==> config.mk <==
export PLATFORM = sky130hd
export DESIGN_NAME = pu_column_feeder_flat
export DESIGN_NICKNAME = d
export VERILOG_FILES = /design/src/rtl/pu_column_feeder_if.sv /design/src/rtl/pu_column_feeder.sv /design/src/flat_wrapper.sv
export SDC_FILE = /design/constraint.sdc
export NUM_CORES = 1
export LEC_CHECK = 0
export ABC_AREA = 0
export CAP_MARGIN = 10
export CORE_MARGIN = 5
export CORE_UTILIZATION = 35
export CTS_CLUSTER_SIZE = 24
export DETAILED_ROUTE_END_ITERATION = 7
export PLACE_DENSITY_LB_ADDON = 0.2
export SLEW_MARGIN = 15
export SYNTH_ARGS = -nofsm -noshare
export SYNTH_HDL_FRONTEND = slang
export SYNTH_SLANG_ARGS = --single-unit
==> constraint.sdc <==
create_clock -name clk -period 2.15 [get_ports clk]
set_input_delay 0.43 -clock clk [delete_from_list [all_inputs] [get_ports clk]]
set_output_delay 0.43 -clock clk [all_outputs]
set_load 0.01 [all_outputs]
==> src/rtl/pu_column_feeder_if.sv <==
// pu_column_feeder_if: frame control, pixel stream and PU write/start signals of the column feeder
interface pu_column_feeder_if #(
  parameter int data_width  = 16,
  parameter int address_num = 5
);
  logic                    frame_go;
  logic [5:0]              num_rounds;
  logic                    s_valid;
  logic [2*data_width-1:0] s_data;
  logic                    s_ready;
  logic                    pu_done;
  logic [data_width-1:0]   new1;
  logic [data_width-1:0]   new2;
  logic [address_num-1:0]  adrs_in1;
  logic [address_num-1:0]  adrs_in2;
  logic [address_num-1:0]  wr_ctrl_g;
  logic                    start;
  logic [5:0]              round;
  logic                    busy;
  logic                    frame_done;
  modport master (
    input  frame_go, num_rounds, s_valid, s_data, pu_done,
    output s_ready, new1, new2, adrs_in1, adrs_in2, wr_ctrl_g, start, round, busy, frame_done
  );
  modport slave (
    output frame_go, num_rounds, s_valid, s_data, pu_done,
    input  s_ready, new1, new2, adrs_in1, adrs_in2, wr_ctrl_g, start, round, busy, frame_done
  );
endinterface

==> src/rtl/pu_column_feeder.sv <==
// pu_column_feeder: loads 5-pixel columns into the PU new-reg file two entries per beat, then fires start per round
module pu_column_feeder #(
  parameter int data_width  = 16,
  parameter int address_num = 5
) (
  input logic clk,
  input logic nrst,
  pu_column_feeder_if.master bus
);
  typedef enum logic [1:0] {IDLE, LOAD, FIRE, WAIT} state_t;
  state_t state, state_nx;
  logic [1:0]             k;
  logic [5:0]             nr_q;
  logic [5:0]             round_q;
  logic                   start_q;
  logic                   fd_q;
  logic [address_num-1:0] a1_q, a2_q, wr_q;
  logic [data_width-1:0]  n1_q, n2_q;
  logic                   acc, go, done_ok, last;
  always_ff @(posedge clk or negedge nrst)
    if (!nrst) state <= IDLE;
    else       state <= state_nx;
  always_comb begin
    state_nx = state;
    go       = state == IDLE && bus.frame_go && bus.num_rounds != 6'd0;
    acc      = state == LOAD && bus.s_valid;
    // a pu_done coincident with start belongs to the previous column and is dropped
    done_ok  = state == WAIT && bus.pu_done && !start_q;
    last     = round_q == nr_q - 6'd1;
    unique case (state)
      IDLE: state_nx = go ? LOAD : IDLE;
      LOAD: state_nx = (acc && k == 2'd2) ? FIRE : LOAD;
      FIRE: state_nx = WAIT;
      WAIT: state_nx = done_ok ? (last ? IDLE : LOAD) : WAIT;
    endcase
  end
  always_ff @(posedge clk or negedge nrst)
    if (!nrst) begin
      k       <= '0;
      nr_q    <= '0;
      round_q <= '0;
      start_q <= 1'b0;
      fd_q    <= 1'b0;
      a1_q    <= '0;
      a2_q    <= '0;
      wr_q    <= '0;
      n1_q    <= '0;
      n2_q    <= '0;
    end else begin
      wr_q    <= '0;
      start_q <= state == FIRE;
      fd_q    <= (state == IDLE && bus.frame_go && bus.num_rounds == 6'd0) || (done_ok && last);
      if (go) begin
        nr_q    <= bus.num_rounds;
        round_q <= '0;
        k       <= '0;
      end
      if (done_ok && !last) begin
        round_q <= round_q + 6'd1;
        k       <= '0;
      end
      // beat k fills entries 2k and 2k+1; the last beat only has entry 4
      if (acc) begin
        k    <= k == 2'd2 ? 2'd0 : k + 2'd1;
        a1_q <= address_num'({k, 1'b0});
        a2_q <= k == 2'd2 ? address_num'(4) : address_num'({k, 1'b1});
        wr_q <= k == 2'd0 ? address_num'(5'b00011) : k == 2'd1 ? address_num'(5'b01100) : address_num'(5'b10000);
        n1_q <= bus.s_data[data_width-1:0];
        n2_q <= k == 2'd2 ? '0 : bus.s_data[2*data_width-1:data_width];
      end
    end
  assign bus.s_ready    = state == LOAD;
  assign bus.busy       = state != IDLE;
  assign bus.start      = start_q;
  assign bus.round      = round_q;
  assign bus.frame_done = fd_q;
  assign bus.adrs_in1   = a1_q;
  assign bus.adrs_in2   = a2_q;
  assign bus.wr_ctrl_g  = wr_q;
  assign bus.new1       = n1_q;
  assign bus.new2       = n2_q;
endmodule
==> src/flat_wrapper.sv <==
// flat-port wrapper written by rule: the top's interface ports become plain ports
module pu_column_feeder_flat 
#(
  parameter int data_width  = 16,
  parameter int address_num = 5
)
  (clk, nrst, bus_frame_go, bus_num_rounds, bus_s_valid, bus_s_data, bus_pu_done, bus_s_ready, bus_new1, bus_new2, bus_adrs_in1, bus_adrs_in2, bus_wr_ctrl_g, bus_start, bus_round, bus_busy, bus_frame_done);
  pu_column_feeder_if #(.data_width(data_width), .address_num(address_num)) bus_i ();
  input logic clk;
  input logic nrst;
  input wire logic [$bits(bus_i.frame_go)-1:0] bus_frame_go;
  input wire logic [$bits(bus_i.num_rounds)-1:0] bus_num_rounds;
  input wire logic [$bits(bus_i.s_valid)-1:0] bus_s_valid;
  input wire logic [$bits(bus_i.s_data)-1:0] bus_s_data;
  input wire logic [$bits(bus_i.pu_done)-1:0] bus_pu_done;
  output wire logic [$bits(bus_i.s_ready)-1:0] bus_s_ready;
  output wire logic [$bits(bus_i.new1)-1:0] bus_new1;
  output wire logic [$bits(bus_i.new2)-1:0] bus_new2;
  output wire logic [$bits(bus_i.adrs_in1)-1:0] bus_adrs_in1;
  output wire logic [$bits(bus_i.adrs_in2)-1:0] bus_adrs_in2;
  output wire logic [$bits(bus_i.wr_ctrl_g)-1:0] bus_wr_ctrl_g;
  output wire logic [$bits(bus_i.start)-1:0] bus_start;
  output wire logic [$bits(bus_i.round)-1:0] bus_round;
  output wire logic [$bits(bus_i.busy)-1:0] bus_busy;
  output wire logic [$bits(bus_i.frame_done)-1:0] bus_frame_done;
  assign bus_i.frame_go = bus_frame_go;
  assign bus_i.num_rounds = bus_num_rounds;
  assign bus_i.s_valid = bus_s_valid;
  assign bus_i.s_data = bus_s_data;
  assign bus_i.pu_done = bus_pu_done;
  assign bus_s_ready = bus_i.s_ready;
  assign bus_new1 = bus_i.new1;
  assign bus_new2 = bus_i.new2;
  assign bus_adrs_in1 = bus_i.adrs_in1;
  assign bus_adrs_in2 = bus_i.adrs_in2;
  assign bus_wr_ctrl_g = bus_i.wr_ctrl_g;
  assign bus_start = bus_i.start;
  assign bus_round = bus_i.round;
  assign bus_busy = bus_i.busy;
  assign bus_frame_done = bus_i.frame_done;
  pu_column_feeder #(.data_width(data_width), .address_num(address_num)) u_core (.clk(clk), .nrst(nrst), .bus(bus_i));
endmodule
# Word-level counts from Yosys, hierarchy flattened
# Index checks and enable logic that the tools add are counted.
# Widths: inputs -> output; s select.
# totals
word_cells	55
regBits	62
output_inout_bits	57
# classes
muxes	16
add_sub_neg	3
n_reduce_logical	19
eq_ne	6
# op_table
cell	count
$mux 16	1
$mux 5	3
$mux 2	6
$mux 6	2
$logic_and 1x1->1	9
$pmux 2 s4	1
$add 6x1->6 const B	1
$eq 2x2->1 const B	3
$eq 6x6->1	1
$logic_not 6->1	1
$reduce_bool 6->1	1
$sub 6x1->6 const B	1
$eq 2x1->1 const B	2
$logic_not 2->1	2
$reduce_bool 2->1	2
$mux 3	1
$reduce_bool 3->1	1
$add 2x1->2 const B	1
$logic_not 1->1	2
$mux 1	2
$logic_or 1x1->1	1

# Depth between registers and ports, before layout
# depth
depth_word	6
ltp_mapped	7

# Worst setup path before layout
# Ideal clock, no wire load.
# synth_path
path_kind	register to register
from	register u_core.nr_q[0]
to	register u_core.round_q[0], in the netlist u_core.bus.round[0]
slack_ps	422
arrival_time_ps	1648
required_ps	2071
path_stages_with_launch	8
period_less_slack_ps	1728
n_path_buf	0
cell_sequence	dfrtp_1 -> inv_1 -> ha_1 -> xnor2_1 -> nor2_1 -> nand4b_4 -> o21bai_4 -> mux2i_1
# synth_between
elab_chain_len	5
word_cells_on_any_way	6
# synth_lines
item	line_no	rtl
start, declared	pu_column_feeder.sv:13	logic [5:0] nr_q;
start signal, assigned	pu_column_feeder.sv:54	nr_q <= bus.num_rounds;
$sub 6x1->6 *	pu_column_feeder.sv:29	last = round_q == nr_q - 6'd1;
$eq 6x6->1 *	pu_column_feeder.sv:29	
$logic_not 1->1 *	pu_column_feeder.sv:58	if (done_ok && !last) begin
$logic_and 1x1->1 *	pu_column_feeder.sv:58	
$mux 6 or $reduce_bool 2->1 (tied branches)	-	
end signal, assigned	pu_column_feeder.sv:59	round_q <= round_q + 6'd1;
end, declared	pu_column_feeder.sv:14	logic [5:0] round_q;
# Mark *: on every way between the ends. The rest lies on a longest branch, timed or not.
# A chain may end at the register's enable or synchronous reset.

# Worst setup path in the final report
# layout_path
from	register u_core.state[1]
to	output port bus_busy
# layout_between
elab_chain_len	1
# layout_lines
item	line_no	rtl
start, declared	pu_column_feeder.sv:11	state_t state, state_nx;
start signal, assigned	pu_column_feeder.sv:22	else state <= state_nx;
$reduce_bool 2->1	pu_column_feeder.sv:73	assign bus.busy = state != IDLE;
end, declared	flat_wrapper.sv:24	output wire logic [$bits(bus_i.busy)-1:0] bus_busy;
# No other way between the ends.

==> run summary <==
Outcome: finished, final reports clean
Mapped Avg Cell Area: 9.38 um^2
Syn Inst Count: 278
Pleak: 0.00188 uW
Fin. Hold Viols: 0
Final wirelength: 6600 um
Setup TNS: 0 ps
# placed instances: 463
Synthesized area: 0.00261 mm^2
Full die area: 0.00928 mm^2
Starting Density: 0.360
RSZ-0062 raised after global routing: no
# DRC: 0
N_diodes: 0
Gpl congestion: 0.738
Reg-to-reg endpoint: u_core.bus.round[4]
Vias in the first global route: 2,218
Setup CP Type: flip-flop to primary output
Vias/cell: 4.56
Path type of the worst min-delay path: primary input to asynchronous set/reset pin
CP required: 1720 ps
Start point of the critical path: u_core.state[1]
Reg2reg start: u_core.nr_q[1]
End of the critical path: bus_busy
Pin count of the biggest net entering global routing: 44
Via count: 2,186
YS warnings: 0
H-tree depth: 3
Area delta synth->final: 49.4%
Max cap viols: 0
Post-synthesis sequential area ratio: 0.556
First-pass GRT wire length: 10,700 um
Die height: 96.3 um
Routed WL per cell: 13.8 um
Initial antenna violation count: 0
EDFF count, synth: 0
Post-synth top area share: 0.556
GR Overflow Total: 0
Clk_skew: 6.06 ps
1st-pass router iterations: 4
Most frequent cells after synthesis: 110 x nand2_1, 58 x dfrtp_1, 22 x nand3_1, 7 x buf_2, 7 x buf_4
DR WL met3: 680 um
Core area: 0.00725 mm^2
Post-layout minimum cycle time: 2040 ps
Top Layer Used: met4
Multi-input logic area: 0.00103 mm^2
R2R cell count: 7
Slew HR: 0.496
Clock Sinks: 58
Achievable frequency: 491 MHz
Pwr dens: 1450 mW/mm^2
DR iter-0 viols: 51
Row cnt: 31
Hold_buf cts: 0
Synth async-reset ratio: 1.00
Clock Path Buffers: 2
FF-to-FF setup slack: 260 ps
Number of slew-limit violations in the final report: 0
Clk Latency, worst-skew pair: 330 ps
Count leader, synth: nand2_1
Share of cells above drive strength 1: 0.0921
Peak supply drop: 0.804 mV
Area contributors post-synth: dfrtp_1 56%, nand2_1 16%, nand3_1 4.2%, buf_4 2.0%, mux2i_1 1.5%
Synth Flop Type: dfrtp_1
CTS buffer count: 9
DP HPWL: 4790 um
Clk pin slew, worst setup/hold paths: 70 ps
Startpoint Class: flip-flop
Root buf cell: clkbuf_8
Part of the cycle the worst path needs: 0.947
Yosys cell types: 39
Critical Path End Type: primary output
#FFs+latches synth: 58
Horiz. Die Dim: 96.3 um
Io pins: 100
Wl on met1: 2880 um
FILL cells: 688
Final count of negative-setup-slack endpoints: 0
Critical path data arrival time: 1610 ps
CTS tree: done
Max FO, Critical Path: 7
Post CTS Setup Buffer Count: 0
CTS resizes: 0
Port buffer count: 94
Nets: 420
Final std cells w/o fill: 479
Register Area: 0.00145 mm^2
Total Routing Usage GR: 0.152
DRT antenna net count: 0
Detail Route met2 WL: 2910 um
Worst Max-Slew Pin Slew: 756 ps
Most area-hungry cell type in the Yosys netlist: dfrtp_1
==> metal layers <==
layer / track usage / vias to the layer above
li1: - / 1083
met1: 0.191 / 1032
met2: 0.221 / 60
met3: 0.0743 / 11
met4: 0.0666 / 0
met5: 0 / -
==> cell usage in the layout (no fill, tap or decap), types with 4 or more instances in the layout <==
master,count
inv_1,6
nand2_1,110
mux2i_1,4
nand2b_1,4
nor2_1,5
dfrtp_1,57
clkbuf_8,11
conb_1,5
clkdlybuf4s50_1,93
nand3_1,22
xor2_1,4
buf_4,8
xnor2_1,4
==> how the worst min path moves through the flow <==
stage                     from                     end  slack, ps
final                     nrst     u_core.bus.new2[10]          5
after floorplan           nrst  u_core.bus.adrs_in1[1]        130
after global routing      nrst     u_core.bus.new2[11]         30
after detailed placement  nrst     u_core.bus.new2[14]        370
after CTS                 nrst     u_core.bus.new2[11]        0.4
after global placement    nrst     u_core.bus.new2[11]        370
==> cell families after synthesis <==
kind of cell    synth area share
xor+xnor                  0.0269
other cells              0.00144
buf+inv                   0.0552
flops                      0.556
fa+ha+maj                0.00959
mux                       0.0197
compound gates            0.0633
simple gates               0.268
==> state kept, by name, indices dropped and copies added (netlist names) <==
name	flops
u_core.bus.new2	16
u_core.bus.frame_done	1
u_core.nr_q	6
u_core.bus.adrs_in1	2
u_core.bus.start	1
u_core.bus.adrs_in2	3
u_core.bus.wr_ctrl_g	3
u_core.bus.round	6
u_core.bus.new1	16
u_core.k	2
u_core.state	2
==> worst max-delay path, stage by stage, from the launching register on <==
cell	delay, ps
dfrtp_1	470
or2_2	330
clkdlybuf4s50_1	480
==> where the power goes <==
group          switching, uW  total (uW)  internal (uW)  leakage [uW]
logic                   1180        2470           1290       0.00103
clock network            441        1270            829      0.000129
registers                362        1920           1560      0.000728
total                   1980        5660           3670       0.00188
==> through the flow <==
step	hold slack (ps)	power (uW)	area [um^2]	utilization	worst slack [ps]
4_1_cts	0.373	5730	3890	0.537	0.934
3_3_place_gp	373	4390	3640	0.502	165
6_report	4.62	5660	3900	0.537	114
2_1_floorplan	134	3190	2620	-	422
3_5_place_dp	373	4440	3640	0.502	61.3
5_1_grt	27.1	6060	3900	0.537	51.4
==> cell type report <==
cell class              count  share of cell area
flip-flops and latches     58               0.373
clock inverters             5              0.0257
well taps                  99              0.0318
multi-input cells         197               0.265
inverters                   6             0.00578
repair buffers            103               0.261
clock buffers              11              0.0388
Note: power is estimated with default switching activity, not from simulation.
